<file path="src/rtl/uart_pkg.sv">
// uart_pkg: shared UART frame widths, FSM state encoding and frame builder
package uart_pkg;
  localparam int FRAME_W = 11;
  localparam int DATA_W  = 8;
  typedef enum logic [2:0] {
    IDLE   = 3'd0,
    START  = 3'd1,
    DATA   = 3'd2,
    PARITY = 3'd3,
    STOP   = 3'd4
  } uart_state_e;
  function automatic logic [FRAME_W-1:0] build_frame(input logic [DATA_W-1:0] data);
    return {1'b1, ^data, data, 1'b0};
  endfunction
endpackage

</file>
<file path="src/rtl/uart_baud_gen.sv">
// uart_baud_gen: bit-period counter pulsing bit_done on the last clock of each bit
module uart_baud_gen #(
  parameter int CLKS_PER_BIT = 16,
  parameter int CNT_W        = 16
) (
  input  logic clk,
  input  logic reset,
  input  logic clr,
  output logic bit_done
);
  logic [CNT_W-1:0] cnt_q, cnt_d;
  assign bit_done = cnt_q == CNT_W'(CLKS_PER_BIT - 1);
  // count up and wrap at the end of each bit; held at zero while cleared
  always_comb cnt_d = (clr || bit_done) ? '0 : cnt_q + CNT_W'(1);
  // counter register
  always_ff @(posedge clk) cnt_q <= reset ? '0 : cnt_d;
endmodule

</file>
<file path="src/rtl/uart_tx_frame.sv">
// uart_tx_frame: 8E1 UART transmitter with parallel frame view; UART_TX_HOLD_EN adds a one-byte holding register
module uart_tx_frame
  import uart_pkg::*;
#(
  parameter int CLKS_PER_BIT = 16,
  parameter int CNT_W        = 16
) (
  input  logic               clk,
  input  logic               reset,
  input  logic [DATA_W-1:0]  tx_data,
  input  logic               tx_valid,
  output logic               tx_ready,
  output logic               tx_line,
  output logic [FRAME_W-1:0] out_tx,
  output logic               inrx,
  output logic               busy
);
  uart_state_e        state_q, state_d;
  logic [FRAME_W-1:0] frame_q, frame_d;
  logic [2:0]         idx_q, idx_d;
  logic [DATA_W-1:0]  launch_data;
  logic               accept, launch, bit_done;
  assign accept = tx_valid && tx_ready;
`ifdef UART_TX_HOLD_EN
  logic              hold_full_q, hold_full_d;
  logic [DATA_W-1:0] hold_q, hold_d;
  assign tx_ready    = !hold_full_q;
  assign launch      = (state_q == IDLE) && (hold_full_q || accept);
  assign launch_data = hold_full_q ? hold_q : tx_data;
  // a byte accepted mid-frame parks here until it launches from IDLE
  always_comb begin
    hold_full_d = (accept && state_q != IDLE) ? 1'b1 : (launch ? 1'b0 : hold_full_q);
    hold_d      = (accept && state_q != IDLE) ? tx_data : hold_q;
  end
  // holding register
  always_ff @(posedge clk) begin
    hold_full_q <= reset ? 1'b0 : hold_full_d;
    hold_q      <= reset ? '0 : hold_d;
  end
`else
  assign tx_ready    = state_q == IDLE;
  assign launch      = accept;
  assign launch_data = tx_data;
`endif
  uart_baud_gen #(
    .CLKS_PER_BIT(CLKS_PER_BIT),
    .CNT_W       (CNT_W)
  ) u_baud (
    .clk     (clk),
    .reset   (reset),
    .clr     (state_q == IDLE),
    .bit_done(bit_done)
  );
  // next state: advance one frame field per completed bit period
  always_comb begin
    state_d = state_q;
    idx_d   = idx_q;
    frame_d = launch ? build_frame(launch_data) : frame_q;
    case (state_q)
      IDLE:    if (launch) begin
        state_d = START;
        idx_d   = '0;
      end
      START:   if (bit_done) state_d = DATA;
      DATA:    if (bit_done) begin
        idx_d   = idx_q + 3'd1;
        state_d = (idx_q == 3'd7) ? PARITY : DATA;
      end
      PARITY:  if (bit_done) state_d = STOP;
      STOP:    if (bit_done) state_d = IDLE;
      default: state_d = IDLE;
    endcase
  end
  // state, frame and bit index registers
  always_ff @(posedge clk) begin
    if (reset) begin
      state_q <= IDLE;
      frame_q <= build_frame('0);
      idx_q   <= '0;
    end else begin
      state_q <= state_d;
      frame_q <= frame_d;
      idx_q   <= idx_d;
    end
  end
  assign tx_line = (state_q == START)  ? 1'b0 :
                   (state_q == DATA)   ? frame_q[{1'b0, idx_q} + 4'd1] :
                   (state_q == PARITY) ? frame_q[9] : 1'b1;
  assign out_tx  = frame_q;
  assign busy    = state_q != IDLE;
  assign inrx    = state_q != IDLE;
endmodule
</file>
<file path="config.mk">
export PLATFORM = sky130hd
export DESIGN_NAME = uart_tx_frame
export DESIGN_NICKNAME = d
export VERILOG_FILES = /design/src/rtl/uart_pkg.sv /design/src/rtl/uart_baud_gen.sv /design/src/rtl/uart_tx_frame.sv
export SDC_FILE = /design/constraint.sdc
export NUM_CORES = 1
export LEC_CHECK = 0
export ABC_AREA = 1
export ABC_CLOCK_PERIOD_IN_PS = 1800
export CAP_MARGIN = 5
export CORE_MARGIN = 2
export CORE_UTILIZATION = 46
export CTS_CLUSTER_SIZE = 16
export DETAILED_ROUTE_END_ITERATION = 8
export PLACE_DENSITY_LB_ADDON = 0.15
export SETUP_SLACK_MARGIN = 0.2
export SKIP_CTS_REPAIR_TIMING = 1
export SLEW_MARGIN = 20
export SYNTH_ARGS = -nofsm -noshare
export SYNTH_HDL_FRONTEND = slang
export SYNTH_SLANG_ARGS = --single-unit
</file>
<file path="constraint.sdc">
create_clock -name clk -period 1.8 [get_ports clk]
set_input_delay 0.36 -clock clk [delete_from_list [all_inputs] [get_ports clk]]
set_output_delay 0.36 -clock clk [all_outputs]
set_load 0.02 [all_outputs]
</file>
Yosys cells after proc, flatten, opt, wreduce, memory -nomap -nowiden
Cells that the tools add are included.
- equal/unequal tests: 11
- multiplexer cells: 15
- $lt $le $gt $ge: 1
- reduce and logical (&&, ||, !) cells: 9
- $add $sub $neg: 3
- operators with widths (operator ; number):
    3-bit 2-to-1 mux ; 7
    16-bit by 1-bit adder with 16-bit output (second input constant) ; 1
    16-bit by 4-bit equality test with 1-bit output (second input constant) ; 1
    3-bit case mux with 5 select lines ; 1
    2-bit by 1-bit != test with 1-bit output (second input constant) ; 5
    8-bit XOR reduction ; 1
    3-bit by 2-bit equality test with 1-bit output (second input constant) ; 2
    3-bit equality test (second input constant) ; 2
    3-bit case mux with 2 select lines ; 1
    4-bit by 5-bit less-than comparator with 1-bit output (second input constant) ; 1
    1-bit 2-to-1 mux ; 5
    5-bit AND reduction ; 1
    3-bit by 1-bit adder with 4-bit output (second input constant) ; 1
    1-bit binary-select mux with 4-bit select ; 1
    3-bit by 1-bit adder with 3-bit output (second input constant) ; 1
    3-bit by 1-bit equality test with 1-bit output (second input constant) ; 1
    3-bit logical NOT ; 1
    3-bit AND reduction ; 1
    3-bit nonzero test ; 1
    2-bit nonzero test ; 1
    2-bit OR reduction ; 1
    1-bit logical AND ; 1
    1-bit logical OR ; 1
- input port bits: 11
- output and inout bits: 15
- logic and storage cells: 43
- register bits after elaboration: 31

Longest topological paths before layout
- depth after elaboration: 5
- depth in mapped cells: 9
- depth with buffers taken out: 9

Hierarchy
From an unflattened synthesis, not the netlist that was laid out.
- cell total of the unflattened synthesis: 284
- area total of the unflattened synthesis: 1850.5 µm²
- by module, submodules not included (module ; sequential area each (µm²) ; instances ; cells an instance ; area each (µm²)):
    uart_tx_frame ; 300.3 ; 1 ; 154 ; 970.9
    uart_baud_gen ; 320.3 ; 1 ; 130 ; 879.6

Worst setup path before layout
No wires, ideal clock.
- kind: register to output
- start point: reg idx_q[0]
- end point: out tx_line
- arrival time: 1337 ps
- stages on the path, launching flop included: 10
- setup slack: 103 ps
- required time: 1440 ps
- path buffers: 0
- cells stage by stage: dfxtp_1 -> ha_1 -> inv_1 -> a21oi_1 -> o21ai_0 -> nand2_1 -> nand2_1 -> nand2_1 -> nor2_1 -> nor2_1
- longest elaborated chain between the ends: 5
- ends and longest elaborated chain (what ; line ; text):
    start, declared ; uart_tx_frame.sv:20 ; logic [2:0] idx_q, idx_d;
    start signal, assigned ; uart_tx_frame.sv:83 ; idx_q <= idx_d;
    3-bit by 1-bit adder with 4-bit output ; uart_tx_frame.sv:87 ; (state_q == DATA) ? frame_q[{1'b0, idx_q} + 4'd1] :
    1-bit binary-select mux with 4-bit select ; uart_tx_frame.sv:87 ;
    1-bit 2-to-1 mux (implied by the code) ; uart_tx_frame.sv:87 ;
    1-bit 2-to-1 mux ; uart_tx_frame.sv:87 ;
    1-bit 2-to-1 mux ; uart_tx_frame.sv:86 ; assign tx_line = (state_q == START) ? 1'b0 :
    end, declared ; uart_tx_frame.sv:13 ; output logic tx_line,
No other way between the ends. The select of a mux whose other input is x is not followed.

Worst setup path after layout
Ends and elaborated chain as after synthesis.

==> reports/metrics.cfg <==
[detailed_routing]
drt_wl_total_mm = 3.58
drcViolationCount = 0
antenna_left = 0
wl_per_cell_um = 10.5
dr_total_vias = 1618
drt_iter0_drc = 78
dr.pass1.iters = 4
vias_per_cell = 4.76

[global_route]
antenna_found_initial = 0
grt_max_degree = 17
grt_overflow = 0
grt_pass1_wl_mm = 6.12
grt_pass1_vias = 1456
grt_util_all_layers = 0.187

[cells_and_area]
fillCellCount = 364
ff_latch_area_um2 = 628
area_growth_pct = 31.2
final_cell_mix = 54 x nand2_1, 41 x nor2_1, 27 x dfxtp_1
multi_input_area_um2 = 978
layout_commonest_cell = nand2_1
drive_gt1_frac = 0.178
nNetsFinal = 305
n_antenna_cell = 0

[placement]
routabilityCongestion = 0.896
port_buffers = 23
dp_hpwl_mm = 2.67

[power]
power_density_nw_per_um2 = 1290
ir_drop_mv = 0.720
power_uw = 2910
p_leak_uw = 0.00106

[run_status]
outcome = complete, but fails checks
failed_checks = negative setup slack

[worst_setup_path]
cp.required_ns = 1.44
reg2regPathDepth = 8
cp.arrival_ns = 1.52
r2r_setup_slack_ns = 0.33
path_class = reg2out
path_max_fanout = 7
rr_startpoint = state_q[1]
end_kind = primary output
rr_endpoint = out_tx[9]
start_kind = register
worstSetupStartpoint = idx_q[0]

[clock_network]
clk_latency_ns = 0.29
root_buffer = clkbuf_8
cts_tree = built
cts.sinks = 31
htreeDepth = 2
path_clk_slew_ns = 0.07
clk_path_buf_depth = 2
numCtsBuffers = 5

[timing]
period_needed_ns = 1.88
drv_slew = 0
whs_ns = 0.449
finalWorstSetupSlack_ns = -0.0799
fmax_mhz = 532
rsz0062_at_grt = yes
finalHoldViolations = 0
setup_tns_ns = -0.0799
finalCritPeriodShare = 1.04
fin_skew_ns = 0.00400
finalSetupViolations = 1

[flow_run]
max-cap-violations = 0

[floorplanning]
initial_core_util = 0.472
die_y_um = 65.0
io_pins = 26
rows = 22
die_x_um = 65.0
die_area_um2 = 4230
core_area_um2 = 3630

[yosys]
synth_nets = 264
avgSynthCellArea_um2 = 6.86
ys.warnings.count = 0
synthCells = 250
yosysUniqueCellTypes = 28
yosysSeqAreaShare = 0.362
synth-seq-cells = 31
mappedNetlistArea_um2 = 1710

[worst_hold_path]
hp-class = reg2reg
min_path_cells = 1
hold_start = u_baud.cnt_q[0]
hold_path_end = u_baud.cnt_q[0]

[worst max path at each step]
stage                    to  slack (ns)  depth (start not counted)
global placement    tx_line       -0.26                         10
floorplan           tx_line        0.23                          9
CTS                 tx_line       -0.60                         10
global route        tx_line       -0.19                         10
detailed placement  tx_line       -0.28                         10
finish              tx_line       -0.08                         10
[sequential cells by signal, summed over array words and instances, names as in the netlist]
| name | flops |
|---|---|
| out_tx | 9 |
| state_q | 3 |
| idx_q | 3 |
| u_baud.cnt_q | 16 |
[layout make-up]
class,count,area share
multi-input cells,184,0.435
flip-flops and latches,31,0.279
repair buffers,40,0.170
inverters,29,0.0484
clock buffers,5,0.0306
well taps,48,0.0267
clock inverters,3,0.0106
[where the power goes]
group	switching [uW]	internal, uW	leakage (uW)	total (uW)
combinational	770	669	0.000767	1440
sequential	87.0	819	0.000254	906
clock	289	276	0.0000408	565
[synth_stat cells]
cell      number  area [um^2]
nand2_4        1         11.3
nor2_4         2         22.5
nor3_1         3         15.0
a21oi_1       19         95.1
buf_4          3         22.5
xnor2_1        5         43.8
nand2_1       55          206
dfxtp_1       31          621
nand3_1       14         70.1
nor2_1        43          161
inv_1         28          105
nand4_1        1         6.26
clkbuf_4       1         7.51
conb_1         2         7.51
nor3_2         1         10.0
o21ai_1        3         15.0
or2_4          1         8.76
inv_2          1         3.75
nand3b_1       1         7.51
nor3b_1        2         15.0
xor2_1        10         87.6
o21ai_0       13         65.1
or2_0          2         12.5
ha_1           3         37.5
buf_6          2         22.5
nor2_2         1         6.26
nand3_2        1         10.0
nand3_4        1         17.5
[layer usage]
layer,vias up,share of wire,GRT usage
met5,-,0,0
met1,733,0.50,0.239
met2,20,0.45,0.299
met4,0,0.016,0.0703
li1,859,-,-
met3,6,0.034,0.0521
[per-stage QoR]
stage / instances / util / cell area [um^2] / worst slack [ns]
2_1_floorplan: 250 / - / 1730 / 0.225
3_3_place_gp: 328 / 0.569 / 2070 / -0.257
3_5_place_dp: 328 / 0.569 / 2070 / -0.284
4_1_cts: 336 / 0.594 / 2160 / -0.604
5_1_grt: 340 / 0.619 / 2250 / -0.191
6_report: 340 / 0.619 / 2250 / -0.0799
[logic make-up (layout without fill, tap and decap cells)]
kind of cell,Yosys count,after routing,share of synthesized area
AO/OA/AOI/OAI,35,35,0.102
XOR/XNOR,15,15,0.0766
flip-flops,31,31,0.362
AND/OR/NAND/NOR,129,129,0.339
other,2,2,0.00438
buffers and inverters,35,77,0.0942
adder cells (fa/ha/maj),3,3,0.0219
[critical path: stages, from the launching register on]
cell and delay, ns:
dfxtp_2 0.35, buf_4 0.15, inv_1 0.08, nand3_1 0.07, o21ai_0 0.09, nand2_1 0.06, nand2_1 0.05, nor2_1 0.12
nor2_2 0.05, nor2_2 0.09, buf_6 0.12
Power figures use the tool's default switching activity.
